==> config.mk <==
export PLATFORM = sky130hd
export DESIGN_NAME = roll_scheduler_flat
export DESIGN_NICKNAME = d
export VERILOG_FILES = /design/src/rtl/roll_scheduler_if.sv /design/src/rtl/roll_scheduler.sv /design/src/flat_wrapper.sv
export SDC_FILE = /design/constraint.sdc
export NUM_CORES = 1
export LEC_CHECK = 0
export ABC_AREA = 0
export BUFFER_PORTS_ARGS = -buffer_cell sky130_fd_sc_hd__buf_2
export CORE_MARGIN = 2
export CORE_UTILIZATION = 50
export DETAILED_ROUTE_END_ITERATION = 7
export GPL_TIMING_DRIVEN = 0
export PLACE_DENSITY_LB_ADDON = 0.2
export SYNTH_ARGS = -nofsm -noshare
export SYNTH_HDL_FRONTEND = slang
export SYNTH_SLANG_ARGS = --single-unit
==> constraint.sdc <==
create_clock -name i_clk -period 3.4 [get_ports i_clk]
set_clock_uncertainty 0.2 [all_clocks]
set_input_delay 0.17 -clock i_clk [delete_from_list [all_inputs] [get_ports i_clk]]
set_output_delay 0.17 -clock i_clk [all_outputs]
set_load 0.01 [all_outputs]
==> src/rtl/roll_scheduler_if.sv <==
// rtl/roll_scheduler_if.sv - RNG byte and roll result handshakes for roll_scheduler
// The slave modport is the scheduler; master is the RNG/UART side.
interface roll_scheduler_if #(
    parameter int SUM_W = 8
);
    logic             i_rand_valid;
    logic [7:0]       i_rand_data;
    logic             o_rand_ready;
    logic             o_roll_valid;
    logic [SUM_W-1:0] o_roll_sum;
    logic [4:0]       o_last_die;
    logic             o_err;
    logic             i_roll_ready;
    logic             o_stop;

    modport slave (
        input  i_rand_valid, i_rand_data, i_roll_ready,
        output o_rand_ready, o_roll_valid, o_roll_sum, o_last_die, o_err, o_stop
    );

    modport master (
        output i_rand_valid, i_rand_data, i_roll_ready,
        input  o_rand_ready, o_roll_valid, o_roll_sum, o_last_die, o_err, o_stop
    );
endinterface

==> src/rtl/roll_scheduler.sv <==
// rtl/roll_scheduler.sv - multi-die roll sequencer, mask-and-reject face mapping
// Optional DICE_ADVANTAGE_EN: i_adv takes the larger of two accepted values per die.
module roll_scheduler #(
    parameter int MAX_DICE  = 8,
    parameter int MAX_RETRY = 16,
    parameter int SUM_W     = 8
) (
    input  logic       i_clk,
    input  logic       i_reset,
    input  logic       i_start,
    input  logic [2:0] i_die_sel,
    input  logic [3:0] i_count,
`ifdef DICE_ADVANTAGE_EN
    input  logic       i_adv,
`endif
    output logic       o_busy,
    roll_scheduler_if.slave bus
);
    localparam int RTW = $clog2(MAX_RETRY + 1);

    typedef enum logic [1:0] {S_IDLE, S_FETCH, S_CHECK, S_OUTPUT} state_t;

    state_t           r_state, w_next;
    logic [2:0]       r_die_sel;
    logic [3:0]       r_remaining;
    logic [RTW-1:0]   r_retry;
    logic [7:0]       r_v;
    logic [SUM_W-1:0] r_sum;
    logic [4:0]       r_last;
    logic             r_err;
    logic             r_stop;
`ifdef DICE_ADVANTAGE_EN
    logic             r_adv;
    logic             r_first_done;
    logic [4:0]       r_first_val;
`endif

    logic [7:0]     w_n, w_m;
    logic           w_sel_ok;
    logic [3:0]     w_count;
    logic           w_accept;
    logic [4:0]     w_face;
    logic [RTW-1:0] w_retry_inc;
    logic           w_retry_max;
    logic           w_die_done;
    logic [4:0]     w_die_val;
    logic           w_final;

    always_comb begin
        w_n = 8'd0;
        w_m = 8'd0;
        case (r_die_sel)
            3'd0: begin w_n = 8'd4;  w_m = 8'd3;  end
            3'd1: begin w_n = 8'd6;  w_m = 8'd7;  end
            3'd2: begin w_n = 8'd8;  w_m = 8'd7;  end
            3'd3: begin w_n = 8'd10; w_m = 8'd15; end
            3'd4: begin w_n = 8'd12; w_m = 8'd15; end
            3'd5: begin w_n = 8'd20; w_m = 8'd31; end
            default: begin w_n = 8'd0; w_m = 8'd0; end
        endcase
    end

    always_comb begin
        w_count = i_count;
        if (i_count == 4'd0)
            w_count = 4'd1;
        else if (32'(i_count) > MAX_DICE)
            w_count = 4'(MAX_DICE);
    end

    assign w_sel_ok    = (i_die_sel <= 3'd5);
    assign w_accept    = (r_v < w_n);
    assign w_face      = r_v[4:0] + 5'd1;
    assign w_retry_inc = r_retry + RTW'(1);
    assign w_retry_max = (w_retry_inc == RTW'(MAX_RETRY));

`ifdef DICE_ADVANTAGE_EN
    // First accepted value of an advantage die is parked; the second decides the die.
    assign w_die_done = !r_adv || r_first_done;
    assign w_die_val  = (r_first_done && (r_first_val > w_face)) ? r_first_val : w_face;
`else
    assign w_die_done = 1'b1;
    assign w_die_val  = w_face;
`endif

    assign w_final = w_accept && w_die_done && (r_remaining == 4'd1);

    always_ff @(posedge i_clk or posedge i_reset) begin
        if (i_reset)
            r_state <= S_IDLE;
        else
            r_state <= w_next;
    end

    always_comb begin
        w_next = r_state;
        case (r_state)
            S_IDLE:   if (i_start) w_next = w_sel_ok ? S_FETCH : S_OUTPUT;
            S_FETCH:  if (bus.i_rand_valid) w_next = S_CHECK;
            S_CHECK: begin
                if (w_accept)
                    w_next = w_final ? S_OUTPUT : S_FETCH;
                else
                    w_next = w_retry_max ? S_OUTPUT : S_FETCH;
            end
            S_OUTPUT: if (bus.i_roll_ready) w_next = S_IDLE;
            default:  w_next = S_IDLE;
        endcase
    end

    always_ff @(posedge i_clk or posedge i_reset) begin
        if (i_reset) begin
            r_die_sel    <= 3'd0;
            r_remaining  <= 4'd0;
            r_retry      <= '0;
            r_v          <= 8'd0;
            r_sum        <= '0;
            r_last       <= 5'd0;
            r_err        <= 1'b0;
            r_stop       <= 1'b0;
`ifdef DICE_ADVANTAGE_EN
            r_adv        <= 1'b0;
            r_first_done <= 1'b0;
            r_first_val  <= 5'd0;
`endif
        end else begin
            r_stop <= (r_state == S_OUTPUT) && bus.i_roll_ready;
            case (r_state)
                S_IDLE: begin
                    if (i_start) begin
                        r_die_sel   <= i_die_sel;
                        r_remaining <= w_count;
                        r_retry     <= '0;
                        r_sum       <= '0;
                        r_last      <= 5'd0;
                        r_err       <= !w_sel_ok;
`ifdef DICE_ADVANTAGE_EN
                        r_adv        <= i_adv;
                        r_first_done <= 1'b0;
`endif
                    end
                end
                S_FETCH: begin
                    if (bus.i_rand_valid)
                        r_v <= bus.i_rand_data & w_m;
                end
                S_CHECK: begin
                    if (w_accept) begin
                        r_retry <= '0;
                        if (w_die_done) begin
                            r_sum       <= r_sum + SUM_W'(w_die_val);
                            r_last      <= w_die_val;
                            r_remaining <= r_remaining - 4'd1;
`ifdef DICE_ADVANTAGE_EN
                            r_first_done <= 1'b0;
`endif
                        end
`ifdef DICE_ADVANTAGE_EN
                        else begin
                            r_first_val  <= w_face;
                            r_first_done <= 1'b1;
                        end
`endif
                    end else begin
                        r_retry <= w_retry_inc;
                        if (w_retry_max)
                            r_err <= 1'b1;
                    end
                end
                default: ;
            endcase
        end
    end

    assign o_busy           = (r_state != S_IDLE);
    assign bus.o_rand_ready = (r_state == S_FETCH);
    assign bus.o_roll_valid = (r_state == S_OUTPUT);
    assign bus.o_roll_sum   = r_sum;
    assign bus.o_last_die   = r_last;
    assign bus.o_err        = r_err;
    assign bus.o_stop       = r_stop;
endmodule

==> src/flat_wrapper.sv <==
// flat-port wrapper written by rule: the top's interface ports become plain ports
module roll_scheduler_flat 
#(
    parameter int MAX_DICE  = 8,
    parameter int MAX_RETRY = 16,
    parameter int SUM_W     = 8
)
  (i_clk, i_reset, i_start, i_die_sel, i_count, o_busy, bus_i_rand_valid, bus_i_rand_data, bus_i_roll_ready, bus_o_rand_ready, bus_o_roll_valid, bus_o_roll_sum, bus_o_last_die, bus_o_err, bus_o_stop);
  roll_scheduler_if #(.SUM_W(SUM_W)) bus_i ();
  input  logic i_clk;
  input  logic i_reset;
  input  logic i_start;
  input  logic [2:0] i_die_sel;
  input  logic [3:0] i_count;
  output logic o_busy;
  input wire logic [$bits(bus_i.i_rand_valid)-1:0] bus_i_rand_valid;
  input wire logic [$bits(bus_i.i_rand_data)-1:0] bus_i_rand_data;
  input wire logic [$bits(bus_i.i_roll_ready)-1:0] bus_i_roll_ready;
  output wire logic [$bits(bus_i.o_rand_ready)-1:0] bus_o_rand_ready;
  output wire logic [$bits(bus_i.o_roll_valid)-1:0] bus_o_roll_valid;
  output wire logic [$bits(bus_i.o_roll_sum)-1:0] bus_o_roll_sum;
  output wire logic [$bits(bus_i.o_last_die)-1:0] bus_o_last_die;
  output wire logic [$bits(bus_i.o_err)-1:0] bus_o_err;
  output wire logic [$bits(bus_i.o_stop)-1:0] bus_o_stop;
  assign bus_i.i_rand_valid = bus_i_rand_valid;
  assign bus_i.i_rand_data = bus_i_rand_data;
  assign bus_i.i_roll_ready = bus_i_roll_ready;
  assign bus_o_rand_ready = bus_i.o_rand_ready;
  assign bus_o_roll_valid = bus_i.o_roll_valid;
  assign bus_o_roll_sum = bus_i.o_roll_sum;
  assign bus_o_last_die = bus_i.o_last_die;
  assign bus_o_err = bus_i.o_err;
  assign bus_o_stop = bus_i.o_stop;
  roll_scheduler #(.MAX_DICE(MAX_DICE), .MAX_RETRY(MAX_RETRY), .SUM_W(SUM_W)) u_core (.i_clk(i_clk), .i_reset(i_reset), .i_start(i_start), .i_die_sel(i_die_sel), .i_count(i_count), .o_busy(o_busy), .bus(bus_i));
endmodule
Yosys cells after proc, flatten, opt, wreduce, memory -nomap -nowiden
Index checks and enable logic that the tools add are counted.
- output and inout bits: 18
- logic and storage cells: 76
- input port bits: 20
- bits in registers: 37
- magnitude comparators: 3
- mux-type cells: 27
- bitwise operators: 1
- add/sub/neg operators: 4
- equal/unequal tests: 16
- reductions and logical operators: 16
- operators by type and width (operator ; number):
    $pmux W5 S6 ; 1
    $pmux W5 S2 ; 2
    $pmux W5 S4 ; 1
    $mux W4 ; 4
    $mux W8 ; 2
    $pmux W8 S2 ; 1
    $mux W5 ; 3
    $mux W2 ; 7
    $add A5 B1 Y5 const B ; 2
    $add A8 B5 Y8 ; 1
    $and A8 B5 Y8 ; 1
    $lt A8 B5 Y1 ; 1
    $ne A2 B2 Y1 const B ; 4
    $pmux W2 S4 ; 1
    $pmux W4 S2 ; 1
    $eq A3 B2 Y1 const B ; 2
    $eq A3 B3 Y1 const B ; 2
    $reduce_and A2 Y1 ; 3
    $reduce_and A3 Y1 ; 2
    $eq A5 B5 Y1 const B ; 1
    $eq A2 B2 Y1 const B ; 2
    $eq A4 B1 Y1 const B ; 1
    $gt A4 B4 Y1 const B ; 1
    $logic_not A4 Y1 ; 1
    other kinds (14) ; 20

Longest topological paths before layout
- word-level depth: 7
- depth in mapped cells: 11

Least setup slack after synthesis
Ideal clock, no wire load.
- path kind: register -> register
- from: register u_core.r_die_sel[2]
- to: register u_core.r_sum[7], in the netlist u_core.bus.o_roll_sum[7]
- cell stages (with the launch flop): 11
- setup time: 0.079 ns
- data required time: 3.121 ns
- setup slack: 0.995 ns
- arrival time: 2.126 ns
- path buffers: 1
- cell sequence: dfrtp_1 > inv_1 > nor3_1 > a21oi_1 > ha_1 > a21oi_1 > o22ai_1 > or3_1 > buf_6 > nor3_1 > mux2i_1
- longest elaborated chain between the ends: 5
- ends and longest elaborated chain (what ; line ; source):
    from (decl) ; roll_scheduler.sv:24 ; logic [2:0] r_die_sel;
    from (signal assigned) ; roll_scheduler.sv:131 ; r_die_sel <= i_die_sel;
    $eq A3 B3 Y1, or another cell as far along ; roll_scheduler.sv:52 ; case (r_die_sel)
    $pmux W5 S6 * ; roll_scheduler.sv:52 ;
    $lt A8 B5 Y1 * ; roll_scheduler.sv:72 ; assign w_accept = (r_v < w_n);
    $ne A2 B1 Y1 (no source line) * ; n/a ;
    $reduce_and A3 Y1 (no source line) * ; n/a ;
    to (signal assigned) ; roll_scheduler.sv:151 ; r_sum <= r_sum + SUM_W'(w_die_val);
    to (decl) ; roll_scheduler.sv:28 ; logic [SUM_W-1:0] r_sum;
Mark *: on every way between the ends. The rest lies on a longest branch, timed or not.
A chain may end at the register's enable or synchronous reset.

Worst setup path after layout
- from: register u_core.r_die_sel[2]
- to: register u_core.r_state[1]
- longest elaborated chain between the ends: 7
- ends and longest elaborated chain (what ; line ; source):
    $eq A3 B3 Y1, or another cell as far along ; roll_scheduler.sv:52 ;
    $pmux W5 S6 * ; roll_scheduler.sv:52 ;
    $lt A8 B5 Y1 * ; roll_scheduler.sv:72 ;
    $logic_and A1 B1 Y1 ; roll_scheduler.sv:86 ; assign w_final = w_accept && w_die_done && (r_remaining == 4'd1);
    $mux W2 ; roll_scheduler.sv:102 ; w_next = w_final ? S_OUTPUT : S_FETCH;
    $mux W2 * ; roll_scheduler.sv:101 ; if (w_accept)
    $pmux W2 S4 * ; roll_scheduler.sv:97 ; case (r_state)
    to (signal assigned) ; roll_scheduler.sv:92 ; r_state <= w_next;
    to (decl) ; roll_scheduler.sv:23 ; state_t r_state, w_next;
Marked as above.

==> flow_metrics.tcl <==
set metrics [dict create \
    status "completed" \
    clkTransAtPathRegs_ns 0.07 \
    nets 299 \
    worstSetupStartpoint "u_core.r_die_sel[2]" \
    max-cap-violations 0 \
    p_comb_share_pct 48.1 \
    ant_nets 0 \
    timing.slew.headroom_pct 52.6 \
    crit_path_end_kind "flop" \
    cts-resized-gates 0 \
    finalCritPeriodShare_pct 78.2 \
    synth_ff_type "dfrtp_1" \
    syn_inst 214 \
    fmax_mhz 376 \
    start_util_pct 52.7 \
    vias 1698 \
    finalMaxSlewViolations 0 \
    dieWidth_um 66.6 \
    grt_overflow 0 \
    dr.pass1.iters 4 \
    io_buffers 34 \
    clk_path_buf_depth 2 \
    syn_area_um2 1960 \
    total_power_mw 1.95 \
    tns_ns 0 \
    dp_hpwl_mm 2.94 \
    die_h_um 66.6 \
    clock-root-buffer "clkbuf_8" \
    setup_violations 0 \
    yosysUniqueCellTypes 43 \
    row_count 22 \
    drc 0 \
    drt-initial-drc-count 135 \
    ys_seq_elements 34 \
    cts_tree "built" \
    cts.sinks 34 \
    hp-start "i_start" \
    yosys_warnings 0 \
    clock_latency_ns 0.29 \
    vias_per_cell 5.39 \
    p_int_mw 1.11 \
    cts_buffers 5 \
    ys_seq_area_share_pct 43.5 \
    hold_path.class "input pin to flop" \
    die_area_um2 4430 \
    whs_ns 0.0240 \
    fillCellCount 317 \
    cp_data_arrival_time_ns 2.63 \
    p_seq_share_pct 35.9 \
    required_ns 3.37 \
    start_kind "flop" \
    synth_edf_count 0 \
    period_minus_slack_ns 2.66 \
    clkPwrFrac_pct 16.0 \
    grt_pass1_wl_mm 7.08 \
    detail_route.wl_per_cell_um 13.0 \
    coreArea_um2 3720 \
    final.setup.worst_slack_ns 0.743 \
    max-vdd-ir-drop_mv 0.499 \
    path_class "flop to flop" \
    p_sw_uw 832 \
    cts_htree_levels 2 \
    gp_congestion 0.807 \
    antenna_found_initial 0 \
    pin_count 38 \
    drive_above_1_share_pct 18.7 \
    routed_wl_mm 4.09 \
    grt_use_total_pct 21.2 \
    synthArstFlopShare_pct 100 \
    grt_max_degree 35 \
    antennaDiodeCount 0 \
    tightestPinTransition_ns 0.710 \
    p_leak_nw 1.19 \
    hold_viol_final 0 \
    avgSynthCellArea_um2 9.15 \
    critPathMaxFanout 8 \
    grt_pass1_vias 1591 \
    powerDensity_nw_per_um2 815 \
    rsz0062_at_grt "false" \
    r2r-start "u_core.r_die_sel[2]" \
    area_delta_synth_final_pct 22.0 \
    sw_frac_of_total_pct 42.7 \
    dp_slack_ns 0.772 \
    synth.net_count 247 \
]
## logic make-up after synthesis
| logic type | synth area share (%) |
|---|---|
| AOI/OAI and AO/OA | 18.9 |
| xor gates and xnor gates | 1.79 |
| adders and majority gates | 8.69 |
| buffers and inverters | 4.54 |
| DFF | 43.5 |
| muxes | 1.09 |
| and+or+nand+nor | 21.5 |
## registers in the layout, summed over array words and instances (netlist names)
register and cells:
u_core.r_remaining 4, u_core.bus.o_err 1, u_core.r_die_sel 3, u_core.r_retry 5, u_core.r_state 2, u_core.bus.o_roll_sum 8, u_core.bus.o_stop 1, u_core.bus.o_last_die 5
u_core.r_v 5
## final timing paths
| check | slack [ns] | depth (start not counted) | endpoint |
|---|---|---|---|
| setup / recovery | 0.74 | 9 | u_core.r_state[1] |
| hold / removal | 0.02 | 3 | u_core.r_state[0] |
| setup reg to reg | 0.74 | 9 | u_core.r_state[1] |
| hold reg to reg | 0.28 | 1 | u_core.bus.o_roll_sum[7] |
| max in group asynchronous | 2.20 | 3 | u_core.r_v[4] |
| min in group asynchronous | 0.34 | 3 | u_core.r_remaining[0] |
## layout make-up
type / instances / area, um2 / area share [%]
clock inverters: 1 / 5.00 / 0.209
flip-flops and latches: 34 / 851 / 35.6
repair buffers: 45 / 280 / 11.7
plain buffers: 6 / 40.0 / 1.68
well taps: 48 / 60.1 / 2.51
clock buffers: 7 / 86.3 / 3.61
inverters: 13 / 48.8 / 2.04
multi-input cells: 161 / 1020 / 42.6
## power by group through the flow
stage / Sequential [mW] / Combinational (mW) / Clock, mW
2_1_floorplan: 0.704 / 0.668 / 0
3_3_place_gp: 0.704 / 0.904 / 0
3_5_place_dp: 0.707 / 0.929 / 0
4_1_cts: 0.700 / 0.944 / 0.320
5_1_grt: 0.726 / 1.08 / 0.340
6_report: 0.699 / 0.937 / 0.311
## synthesized netlist by cell type, drive strengths merged (3+ instances only)
| master | instances | area share (%) |
|---|---|---|
| a211oi | 3 | 1.2 |
| nand2 | 31 | 5.9 |
| o31ai | 4 | 1.5 |
| buf | 4 | 1.7 |
| a21oi | 7 | 1.8 |
| dfrtp | 34 | 43 |
| nor3 | 6 | 1.5 |
| o21ai | 21 | 5.4 |
| a21o | 3 | 1.2 |
| nand3 | 11 | 2.8 |
| inv | 13 | 2.5 |
| and3 | 4 | 1.3 |
| ha | 12 | 7.7 |
| nor2 | 18 | 3.6 |
| nor2b | 3 | 0.96 |
| nor3b | 3 | 1.4 |
## through the flow
step	utilization, %	cell area [um2]	instances
finish	64.3	2390	315
global route	64.3	2390	315
floorplan	-	1960	214
CTS	64.0	2380	314
global placement	58.9	2190	296
detailed placement	58.9	2190	296
## metal layers
| metal | vias up | share of wire, % | track usage [%] |
|---|---|---|---|
| li1 | 866 | - | - |
| met1 | 787 | 48 | 27.8 |
| met2 | 38 | 46 | 34.3 |
| met3 | 7 | 4.9 | 5.57 |
| met4 | 0 | 1.2 | 6.12 |
| met5 | - | 0 | 0 |
## worst max-delay path, stage by stage, from the launching register on
cell and delay [ns]:
dfrtp_1 0.39, inv_1 0.10, nor3_1 0.17, a21oi_1 0.07
ha_1 0.31, a21oi_1 0.16, o22ai_1 0.15, o21ai_1 0.45
a211oi_1 0.16, o32a_1 0.37
## cells in the final DEF (no fill, tap or decap), types with 3 or more instances in the layout
cell type / count
a211oi_1: 3
dlygate4sd3_1: 11
nor2_1: 17
o21ai_0: 20
a21oi_1: 7
clkbuf_8: 6
clkbuf_1: 3
and3_1: 4
dfrtp_1: 34
nand2_1: 31
a21o_1: 3
nor2b_1: 3
o31ai_1: 4
inv_1: 12
ha_1: 12
nand3_1: 11
buf_2: 36
nor3_1: 6
## timing repair
| item | in CTS | in global routing |
|---|---|---|
| hold buffers | 10 | 1 |
| setup buffers | 0 | 0 |
| hold endpoints to repair | 10 | 34 |
Power figures use the tool's default switching activity.
